==> src/rtl/scope_pkg.sv <==
// Shared constants, state encoding and trigger compare for the capture writer.
package scope_pkg;

  localparam int SAMPLE_W = 8;
  localparam int LANES    = 15;
  localparam int ADDR_W   = 8;
  localparam int DATA_W   = SAMPLE_W * LANES;
  localparam int LANE_W   = 4;

  typedef logic [2:0] capture_state_t;

  localparam capture_state_t ST_IDLE      = 3'd0;
  localparam capture_state_t ST_PRETRIG   = 3'd1;
  localparam capture_state_t ST_WAIT_TRIG = 3'd2;
  localparam capture_state_t ST_POST      = 3'd3;
  localparam capture_state_t ST_DONE      = 3'd4;

  // Level crossing between two consecutive samples, in the armed direction.
  function automatic logic trig_compare(
    input logic [SAMPLE_W-1:0] prev,
    input logic [SAMPLE_W-1:0] cur,
    input logic [SAMPLE_W-1:0] level,
    input logic                rising
  );
    if (rising) return (prev < level) && (cur >= level);
    else        return (prev > level) && (cur <= level);
  endfunction

endpackage

==> src/rtl/scope_capture_writer_if.sv <==
// Sample stream in, capture-RAM write port out.
interface scope_capture_writer_if #(
  parameter int SAMPLE_W = scope_pkg::SAMPLE_W,
  parameter int ADDR_W   = scope_pkg::ADDR_W,
  parameter int DATA_W   = scope_pkg::DATA_W
);

  logic                sample_valid;
  logic [SAMPLE_W-1:0] sample;
  logic                ram_ce;
  logic                ram_wre;
  logic [ADDR_W-1:0]   ram_ad;
  logic [DATA_W-1:0]   ram_din;

  modport master (
    input  sample_valid, sample,
    output ram_ce, ram_wre, ram_ad, ram_din
  );

  modport slave (
    output sample_valid, sample,
    input  ram_ce, ram_wre, ram_ad, ram_din
  );

endinterface

==> src/rtl/scope_capture_writer_trig_detect.sv <==
// Previous-sample register plus level/edge compare; hit is combinational on the
// current accepted sample.
module trig_detect
  import scope_pkg::*;
(
  input  logic                clk,
  input  logic                reset,
  input  logic                clear,
  input  logic                accept,
  input  logic [SAMPLE_W-1:0] sample,
  input  logic [SAMPLE_W-1:0] level,
  input  logic                rising,
  output logic                hit
);

  logic [SAMPLE_W-1:0] prev;
  logic                prev_valid;

  assign hit = accept && prev_valid && trig_compare(prev, sample, level, rising);

  // NOTE: non-blocking updates keep the compare above looking at the pre-edge prev.
  always_ff @(posedge clk) begin
    if (reset || clear) begin
      prev       <= '0;
      prev_valid <= 1'b0;
    end else if (accept) begin
      prev       <= sample;
      prev_valid <= 1'b1;
    end
  end

endmodule

==> src/rtl/scope_capture_writer.sv <==
// Capture writer: packs samples into RAM words, runs the pretrigger/trigger/post
// sequence and freezes the circular buffer with the trigger position.
module scope_capture_writer #(
  parameter int SAMPLE_W = scope_pkg::SAMPLE_W,
  parameter int LANES    = scope_pkg::LANES,
  parameter int ADDR_W   = scope_pkg::ADDR_W,
  parameter int DATA_W   = SAMPLE_W * LANES
) (
  input  logic                          clk,
  input  logic                          reset,
  input  logic                          arm,
  input  logic                          abort,
  input  logic [SAMPLE_W-1:0]           trig_level,
  input  logic                          trig_rising,
  input  logic [ADDR_W-1:0]             pretrig_words,
  scope_capture_writer_if.master        bus,
  output logic                          busy,
  output logic                          done,
  output logic [ADDR_W-1:0]             trig_addr,
  output logic [scope_pkg::LANE_W-1:0]  trig_lane
);

  import scope_pkg::*;

  localparam logic [ADDR_W:0]     DEPTH     = {1'b1, {ADDR_W{1'b0}}};
  localparam logic [LANE_W-1:0]   LAST_LANE = LANE_W'(LANES - 1);

  capture_state_t                 state;
  logic [LANE_W-1:0]              lane_cnt;
  logic [LANES-2:0][SAMPLE_W-1:0] pack;
  logic [ADDR_W-1:0]              word_ad;
  logic [ADDR_W-1:0]              word_cnt;
  logic [ADDR_W:0]                post_cnt;
  logic [ADDR_W:0]                post_load;

  logic [SAMPLE_W-1:0]            cfg_level;
  logic                           cfg_rising;
  logic [ADDR_W-1:0]              cfg_pretrig;

  logic                           ram_wre_q;
  logic [ADDR_W-1:0]              ram_ad_q;
  logic [DATA_W-1:0]              ram_din_q;
  logic [ADDR_W-1:0]              trig_addr_q;
  logic [LANE_W-1:0]              trig_lane_q;

  logic                           capturing;
  logic                           accept;
  logic                           arm_take;
  logic                           word_done;
  logic                           hit;
  logic                           trig_fire;

  assign capturing = (state == ST_PRETRIG) || (state == ST_WAIT_TRIG) || (state == ST_POST);
  assign accept    = bus.sample_valid && capturing && !abort;
  assign arm_take  = arm && !abort && ((state == ST_IDLE) || (state == ST_DONE));
  assign word_done = accept && (lane_cnt == LAST_LANE);
  assign trig_fire = hit && (state == ST_WAIT_TRIG);
  assign post_load = DEPTH - {1'b0, cfg_pretrig};

  assign bus.ram_ce  = ram_wre_q;
  assign bus.ram_wre = ram_wre_q;
  assign bus.ram_ad  = ram_ad_q;
  assign bus.ram_din = ram_din_q;
  assign busy        = capturing;
  assign done        = (state == ST_DONE);
  assign trig_addr   = trig_addr_q;
  assign trig_lane   = trig_lane_q;

  trig_detect u_trig_detect (
    .clk    (clk),
    .reset  (reset),
    .clear  (arm_take || abort),
    .accept (accept),
    .sample (bus.sample),
    .level  (cfg_level),
    .rising (cfg_rising),
    .hit    (hit)
  );

  always_ff @(posedge clk) begin
    if (reset || abort) begin
      state       <= ST_IDLE;
      lane_cnt    <= '0;
      // NOTE: pack is datapath-only, but clearing it keeps a discarded partial word out of ram_din.
      pack        <= '0;
      word_ad     <= '0;
      word_cnt    <= '0;
      post_cnt    <= '0;
      cfg_level   <= '0;
      cfg_rising  <= 1'b0;
      cfg_pretrig <= '0;
      ram_wre_q   <= 1'b0;
      ram_ad_q    <= '0;
      ram_din_q   <= '0;
      trig_addr_q <= '0;
      trig_lane_q <= '0;
    end else begin
      ram_wre_q <= 1'b0;

      if (accept) begin
        if (word_done) begin
          ram_din_q <= {bus.sample, pack};
          ram_ad_q  <= word_ad;
          ram_wre_q <= 1'b1;
          word_ad   <= word_ad + 1'b1;
          lane_cnt  <= '0;
        end else begin
          pack[lane_cnt] <= bus.sample;
          lane_cnt       <= lane_cnt + 1'b1;
        end
      end

      case (state)
        ST_IDLE, ST_DONE: begin
          if (arm_take) begin
            cfg_level   <= trig_level;
            cfg_rising  <= trig_rising;
            cfg_pretrig <= pretrig_words;
            lane_cnt    <= '0;
            word_ad     <= '0;
            word_cnt    <= '0;
            trig_addr_q <= '0;
            trig_lane_q <= '0;
            state       <= (pretrig_words == '0) ? ST_WAIT_TRIG : ST_PRETRIG;
          end
        end
        ST_PRETRIG: begin
          if (word_done) begin
            word_cnt <= word_cnt + 1'b1;
            if (ADDR_W'(word_cnt + 1'b1) == cfg_pretrig) state <= ST_WAIT_TRIG;
          end
        end
        ST_WAIT_TRIG: begin
          if (trig_fire) begin
            trig_addr_q <= word_ad;
            trig_lane_q <= lane_cnt;
            // A lane-14 trigger sample completes its word now, so that write counts already.
            post_cnt    <= word_done ? post_load - 1'b1 : post_load;
            state       <= ST_POST;
          end
        end
        ST_POST: begin
          // Leaving one edge after the final write puts done the cycle after ram_wre.
          if (post_cnt == '0)  state    <= ST_DONE;
          else if (word_done)  post_cnt <= post_cnt - 1'b1;
        end
        default: state <= ST_IDLE;
      endcase
    end
  end

endmodule

==> src/flat_wrapper.sv <==
// flat-port wrapper written by rule: the top's interface ports become plain ports
module scope_capture_writer_flat import scope_pkg::*;
#(
  parameter int SAMPLE_W = scope_pkg::SAMPLE_W,
  parameter int LANES    = scope_pkg::LANES,
  parameter int ADDR_W   = scope_pkg::ADDR_W,
  parameter int DATA_W   = SAMPLE_W * LANES
)
  (clk, reset, arm, abort, trig_level, trig_rising, pretrig_words, busy, done, trig_addr, trig_lane, bus_sample_valid, bus_sample, bus_ram_ce, bus_ram_wre, bus_ram_ad, bus_ram_din);
  scope_capture_writer_if #(.SAMPLE_W(SAMPLE_W), .ADDR_W(ADDR_W), .DATA_W(DATA_W)) bus_i ();
  input  logic clk;
  input  logic reset;
  input  logic arm;
  input  logic abort;
  input  logic [SAMPLE_W-1:0] trig_level;
  input  logic trig_rising;
  input  logic [ADDR_W-1:0] pretrig_words;
  output logic busy;
  output logic done;
  output logic [ADDR_W-1:0] trig_addr;
  output logic [scope_pkg::LANE_W-1:0] trig_lane;
  input wire logic [$bits(bus_i.sample_valid)-1:0] bus_sample_valid;
  input wire logic [$bits(bus_i.sample)-1:0] bus_sample;
  output wire logic [$bits(bus_i.ram_ce)-1:0] bus_ram_ce;
  output wire logic [$bits(bus_i.ram_wre)-1:0] bus_ram_wre;
  output wire logic [$bits(bus_i.ram_ad)-1:0] bus_ram_ad;
  output wire logic [$bits(bus_i.ram_din)-1:0] bus_ram_din;
  assign bus_i.sample_valid = bus_sample_valid;
  assign bus_i.sample = bus_sample;
  assign bus_ram_ce = bus_i.ram_ce;
  assign bus_ram_wre = bus_i.ram_wre;
  assign bus_ram_ad = bus_i.ram_ad;
  assign bus_ram_din = bus_i.ram_din;
  scope_capture_writer #(.SAMPLE_W(SAMPLE_W), .LANES(LANES), .ADDR_W(ADDR_W), .DATA_W(DATA_W)) u_core (.clk(clk), .reset(reset), .arm(arm), .abort(abort), .trig_level(trig_level), .trig_rising(trig_rising), .pretrig_words(pretrig_words), .bus(bus_i), .busy(busy), .done(done), .trig_addr(trig_addr), .trig_lane(trig_lane));
endmodule
==> config.mk <==
export PLATFORM = sky130hd
export DESIGN_NAME = scope_capture_writer_flat
export DESIGN_NICKNAME = d
export VERILOG_FILES = /design/src/rtl/scope_pkg.sv /design/src/rtl/scope_capture_writer_if.sv /design/src/rtl/scope_capture_writer_trig_detect.sv /design/src/rtl/scope_capture_writer.sv /design/src/flat_wrapper.sv
export SDC_FILE = /design/constraint.sdc
export NUM_CORES = 1
export LEC_CHECK = 0
export BUFFER_PORTS_ARGS = -buffer_cell sky130_fd_sc_hd__buf_2
export CAP_MARGIN = 25
export CORE_UTILIZATION = 30
export CTS_CLUSTER_SIZE = 40
export DETAILED_ROUTE_END_ITERATION = 7
export PLACE_DENSITY_LB_ADDON = 0.1
export SKIP_CTS_REPAIR_TIMING = 1
export SLEW_MARGIN = 40
export SYNTH_ARGS = -nofsm -noshare
export SYNTH_HDL_FRONTEND = slang
export SYNTH_SLANG_ARGS = --single-unit
==> constraint.sdc <==
create_clock -name clk -period 2.8 [get_ports clk]
set_input_delay 0.56 -clock clk [delete_from_list [all_inputs] [get_ports clk]]
set_output_delay 0.56 -clock clk [all_outputs]
set_load 0.005 [all_outputs]
=== Word-level counts from Yosys, hierarchy flattened ===
Cells that the tools add are included.

* RAM bits: 0
* Latch bits: 0
* Word-level logic and storage cells: 122
* Bits of input ports: 30
* Memories kept: 0
* Memory bits (read-only): 0
* Register bits after elaboration: 311

* Bitwise logic cells: 2
* Shift operators: 0
* $mul: 0
* $add $sub $neg: 6
* Muxes and demuxes: 33
* Div/mod/pow operators: 0
* Magnitude comparators: 6
* Equality and inequality tests: 13
* Reductions and logical operators: 33

{| class="wikitable"
|+ Operators with widths
! operator !! count
|-
| bitwise mux 112 bit || 1
|-
| 2-to-1 mux 8 bit || 8
|-
| 2-to-1 mux 9 bit || 4
|-
| demux 8 bit (select 4 bit) || 1
|-
| one-hot mux 8 bit (2 select lines) || 2
|-
| 2-to-1 mux 4 bit || 6
|-
| one-hot mux 9 bit (2 select lines) || 1
|-
| subtractor 9 x 1 -> 9 bit (second input constant) || 2
|-
| adder 8 x 1 -> 8 bit (second input constant) || 2
|-
| 2-to-1 mux 3 bit || 5
|-
| one-hot mux 3 bit (4 select lines) || 1
|-
| logical AND 1 bit || 11
|-
| logical NOT 9 bit || 1
|-
| subtractor 9 x 8 -> 9 bit (first input constant) || 1
|-
| == test 8 bit || 1
|-
| >= comparator 8 bit || 1
|-
| greater-than comparator 8 bit || 1
|-
| less-or-equal comparator 8 bit || 1
|-
| logical NOT 8 bit || 1
|-
| less-than comparator 8 bit || 1
|-
| != test 2 x 1 -> 1 bit (second input constant) || 4
|-
| one-hot mux 4 bit (2 select lines) || 1
|-
| == test 3 x 2 -> 1 bit (second input constant) || 2
|-
| logical OR 1 bit || 6
|-
| other kinds (18) || 28
|}

=== Longest topological paths before layout ===
* Depth in word-level cells: 10
* Depth in mapped cells: 10

=== Cells and area by module ===
Synthesis repeated with hierarchy kept, for this count alone.

* Cells, all modules: 1471
* Area, all modules: 12583.3 um2

{| class="wikitable"
|+ By module, submodules not included
! module !! area an instance (um2) !! cells each !! times used
|-
| scope_capture_writer || 11851.4 || 1384 || 1
|-
| trig_detect || 732.0 || 87 || 1
|}

=== Worst setup path before layout ===
OpenSTA, ideal clock, no wires.

* Path type: input-to-reg
* Start: input bus_sample[2]
* End: register u_core.trig_lane_q[2], in the netlist u_core.trig_lane[2]
* Arrival time: 2.297 ns
* Cell stages on the path: 9
* Data required time: 2.730 ns
* Setup time: 0.070 ns
* Path slack: 0.432 ns
* Path buffers: 1
* Path through: ha_1 o21ai_0 a21oi_1 o31a_1 o21ai_0 mux2_2 buf_2 o211ai_1 a21oi_1

* Word-level cells in the longest chain between the ends: 7
* Elaborated cells on any way between the ends: 9
* Those cells by class: order compare (2); eq/ne (1); mux (1); reduce/logical (5)

{| class="wikitable"
|+ Ends and longest elaborated chain
! element !! RTL line !! RTL
|-
| from (decl) || flat_wrapper.sv:23 || <nowiki>input wire logic [$bits(bus_i.sample)-1:0] bus_sample;</nowiki>
|-
| less-or-equal comparator 8 bit / >= comparator 8 bit (equally long branches) || scope_pkg.sv:26, scope_pkg.sv:25 ||
|-
| logical AND 1 bit (on tied branches) || scope_pkg.sv:26, scope_pkg.sv:25 ||
|-
| 2-to-1 mux 1 bit (*) || scope_pkg.sv:25 || <nowiki>if (rising) return (prev < level) && (cur >= level);</nowiki>
|-
| logical AND 1 bit (*) || scope_capture_writer_trig_detect.sv:19 || <nowiki>assign hit = accept && prev_valid && trig_compare(prev, sample, level, rising);</nowiki>
|-
| logical AND 1 bit (*) || scope_capture_writer.sv:57 || <nowiki>assign trig_fire = hit && (state == ST_WAIT_TRIG);</nowiki>
|-
| != test 2 x 1 -> 1 bit (no source line) (*) || n/a ||
|-
| AND reduction 3 bit (no source line) (*) || n/a ||
|-
| to (signal assigned) || scope_capture_writer.sv:136 || <nowiki>trig_lane_q <= lane_cnt;</nowiki>
|-
| to (decl) || scope_capture_writer.sv:44 || <nowiki>logic [LANE_W-1:0] trig_lane_q;</nowiki>
|}

Every way passes the cells marked *; elsewhere a longest branch is shown, timed or not.
A chain may end at the register's enable or synchronous reset.

=== Worst setup path in the final report ===
* Start: register u_core.cfg_level[1]
* End: register u_core.post_cnt[2]

* Word-level cells in the longest chain between the ends: 7
* Elaborated cells on any way between the ends: 11
* Those cells by class: order compare (4); eq/ne (1); mux (1); reduce/logical (5)

{| class="wikitable"
|+ Ends and longest elaborated chain
! element !! RTL line !! RTL
|-
| from (decl) || scope_capture_writer.sv:36 || <nowiki>logic [SAMPLE_W-1:0] cfg_level;</nowiki>
|-
| from (signal assigned) || scope_capture_writer.sv:116 || <nowiki>cfg_level <= trig_level;</nowiki>
|-
| greater-than comparator 8 bit (tied with other cells) || scope_pkg.sv:26 || <nowiki>else return (prev > level) && (cur <= level);</nowiki>
|-
| logical AND 1 bit (on tied branches) || scope_pkg.sv:26, scope_pkg.sv:25 ||
|-
| 2-to-1 mux 1 bit (*) || scope_pkg.sv:25 ||
|-
| logical AND 1 bit (*) || scope_capture_writer_trig_detect.sv:19 ||
|-
| logical AND 1 bit (*) || scope_capture_writer.sv:57 ||
|-
| != test 2 x 1 -> 1 bit (no source line) (*) || n/a ||
|-
| AND reduction 4 bit (no source line) (*) || n/a ||
|-
| to (signal assigned) || scope_capture_writer.sv:138 || <nowiki>post_cnt <= word_done ? post_load - 1'b1 : post_load;</nowiki>
|-
| to (signal assigned) || scope_capture_writer.sv:145 || <nowiki>else if (word_done) post_cnt <= post_cnt - 1'b1;</nowiki>
|-
| to (decl) || scope_capture_writer.sv:33 || <nowiki>logic [ADDR_W:0] post_cnt;</nowiki>
|}

Marked as above.

==> metrics.txt <==
Starting Density 0.307; grt ovf 0; Worst setup SP type register; HP Class in -> reg; Residual DRC 0; Inserted Clock Buffers 38; slowest stage delay, CP 440 ps; post-synthesis area per instance 7.89 um^2; utilization after layout 0.378; R2R Path End u_core.post_cnt[2]; Syn Nets 1,660; Async SR Flop Fraction 0; DRT Pass-1 Iters 7; Worst Hold Launch pretrig_words[0]; R2R Setup Slk 250 ps; maximum clock rate 393 MHz; die width 207 um; num rows 74; fin. max-slew vios 0; outcome completed; Area Growth Syn to Fin 22.8%; H-Tree Depth 2; layout net count 1,803; die area 43,000 um^2; Worst Reg-to-Reg Cells 10; first-pass GRT wire length 61,800 um; Max-slew headroom 0.487; Final TNS setup 0 ps; largest net degree at the start of global routing 104; vias in the first global route 10,551; Port-buffer cells 173; via count 11,368; synthesized flop and latch total 311; Period minus WS final 2550 ps; leakage dissipation 0.00568 uW; WP data required 3200 ps; period utilisation layout 0.909; critical-path cell list inv_1 > ha_1 > nor2b_1 > o211ai_1 > a21oi_1 > a211oi_2 > o211ai_1 > o21ai_1 > buf_4 > o32ai_1; Syn Inst Count 1,606; Synth Cell Area 12,700 um^2; die height 207 um; final std cell area, no fill 15,600 um^2; Max IR drop VDD 346 uV; post-detail-place hpwl 25,600 um; clock slew at reported path FFs 60 ps; worst r2r src u_core.cfg_level[1]; Max clock buf depth 3; WL/cell 17.2 um; Pwr Density 637 nW/um^2; Seq/Total Area, Yosys 0.492; critical path class reg -> reg; final hold vios 0; CTS tree yes; Hold Crit Depth 3; antenna diode count 0; RSZ-0062 raised after global routing no; DP Area 14,300 um^2; fraction of layout cells with a size suffix above 1 0.174; Final setup viols 0; GRT Overall Usage 0.180; Vias/cell 4.93; actual slew at the worst max-slew pin 770 ps; CTS Root Buffer Type clkbuf_16; initial antenna violation count 0; GP Congestion 0.857; Worst path slowest cell a211oi_2; crit path max fanout 5; max cap viols 0; Routed WL 39,600 um; CORE AREA 41,200 um^2; Final Skew 12.8 ps; Clock Sinks 311; CP Data Arrival Time 2940 ps; post-route ant nets 0; number of synthesized flops with an enable pin 0; most used cell, CP o211ai_1; drt initial violations 757; synth warn 0; clk_lat worst skew 540 ps; IO Count 174; Synth cell types 69; crit end category register; hold endpoint u_core.cfg_pretrig[0]; ys flop type dfxtp_1
==> cell usage in the layout, fill, tap and decap left out, drive strengths merged, types with 18 or more instances in the layout <==
cell and instances:
nor2 66, o21ai 18, a21oi 289, o211ai 20, nand3 125, buf 232
clkbuf 54, dfxtp 311, inv 18, mux2i 18, nand2 442, ha 24
==> stage by stage <==
stage	worst slack (ps)	cells	hold slack [ps]	total power, uW
6_report	254	2308	269	9910
5_1_grt	59.5	2308	261	10300
4_1_cts	220	2308	236	10100
3_5_place_dp	17.2	2241	441	4920
3_3_place_gp	42.6	2241	439	4920
2_1_floorplan	432	1606	432	4750
==> synth_stat cells (all sizes together), types with 4 or more instances <==
| cell | instances | share of area |
|---|---|---|
| nand2 | 442 | 0.13 |
| dfxtp | 311 | 0.49 |
| a21oi | 289 | 0.11 |
| nand3 | 125 | 0.050 |
| clkbuf | 102 | 0.030 |
| nor2 | 66 | 0.020 |
| buf | 27 | 0.011 |
| ha | 24 | 0.024 |
| o211ai | 20 | 0.012 |
| mux2i | 18 | 0.015 |
| o21ai | 18 | 0.0071 |
| inv | 16 | 0.0047 |
| xnor2 | 15 | 0.010 |
| xor2 | 15 | 0.010 |
| nand4 | 9 | 0.0044 |
| nand2b | 8 | 0.0040 |
| nor3 | 8 | 0.0040 |
| nor2b | 7 | 0.0035 |
| and2 | 6 | 0.0030 |
| and3 | 6 | 0.0030 |
| nor4 | 6 | 0.0030 |
| o31ai | 6 | 0.0036 |
| or3 | 6 | 0.0030 |
| a211oi | 4 | 0.0028 |
| nor3b | 4 | 0.0028 |
| o22ai | 4 | 0.0020 |
| o31a | 4 | 0.0028 |
| or2 | 4 | 0.0020 |
| or4 | 4 | 0.0027 |
==> area by class of cell <==
class | count | area, um^2
Fill cell | 4328 | 25600
Sequential cell | 311 | 6230
Multi-Input combinational cell | 1150 | 5890
Timing Repair Buffer | 232 | 1430
Clock buffer | 54 | 1080
Tap cell | 532 | 666
Clock inverter | 13 | 201
Inverter | 16 | 60.1
==> sequential cells by signal (all words and copies together) (netlist names) <==
name	count
u_core.state	3
u_core.pack	112
u_core.word_cnt	8
u_core.cfg_rising	1
u_core.lane_cnt	4
u_core.cfg_level	8
u_core.cfg_pretrig	8
u_core.u_trig_detect.prev	8
u_core.trig_lane	4
u_core.post_cnt	9
u_core.bus.ram_din	120
u_core.bus.ram_ad	8
u_core.bus.ram_ce	1
u_core.word_ad	8
u_core.trig_addr	8
u_core.u_trig_detect.prev_valid	1
==> worst max-delay path: cells and delay by family (launching register included) <==
| kind | cells | cell delay [ps] |
|---|---|---|
| AO/OA/AOI/OAI | 6 | 1380 |
| adder cells (fa/ha/maj) | 1 | 290 |
| buffers and inverters | 2 | 260 |
| flip-flops | 1 | 330 |
| AND/OR/NAND/NOR | 1 | 140 |
==> routing by layer <==
| layer | share of wire | vias to the layer above | GRT usage |
|---|---|---|---|
| met5 | 0 | - | 0 |
| met4 | 0.016 | 0 | 0.0414 |
| met3 | 0.044 | 48 | 0.0360 |
| met2 | 0.45 | 232 | 0.279 |
| met1 | 0.49 | 5358 | 0.255 |
| li1 | - | 5730 | - |
==> report_power, final <==
group | switching [uW] | internal (uW) | total [uW] | leakage, uW
Clock | 1940 | 3150 | 5090 | 0.000632
Combinational | 262 | 112 | 374 | 0.00254
Sequential | 10.6 | 4430 | 4440 | 0.00250
Total | 2210 | 7700 | 9910 | 0.00568
==> worst max-delay path by stage <==
stage	startpoint	to	slack, ps	depth (start not counted)
after floorplan	bus_sample[2]	u_core.trig_lane[2]	430	9
after global placement	bus_sample[2]	u_core.trig_lane[1]	40	10
after detailed placement	bus_sample[2]	u_core.trig_addr[6]	20	10
after CTS	u_core.lane_cnt[1]	u_core.post_cnt[0]	220	9
after global routing	u_core.cfg_level[1]	u_core.post_cnt[2]	60	10
final	u_core.cfg_level[1]	u_core.post_cnt[2]	250	10
==> cell families after synthesis <==
| logic type | share of synthesized area |
|---|---|
| mux | 0.0161 |
| fa+ha+maj | 0.0237 |
| xor+xnor | 0.0207 |
| buf+inv | 0.0462 |
| flops | 0.492 |
| simple gates | 0.241 |
| compound gates | 0.160 |
(Power assumes the default switching activity.)
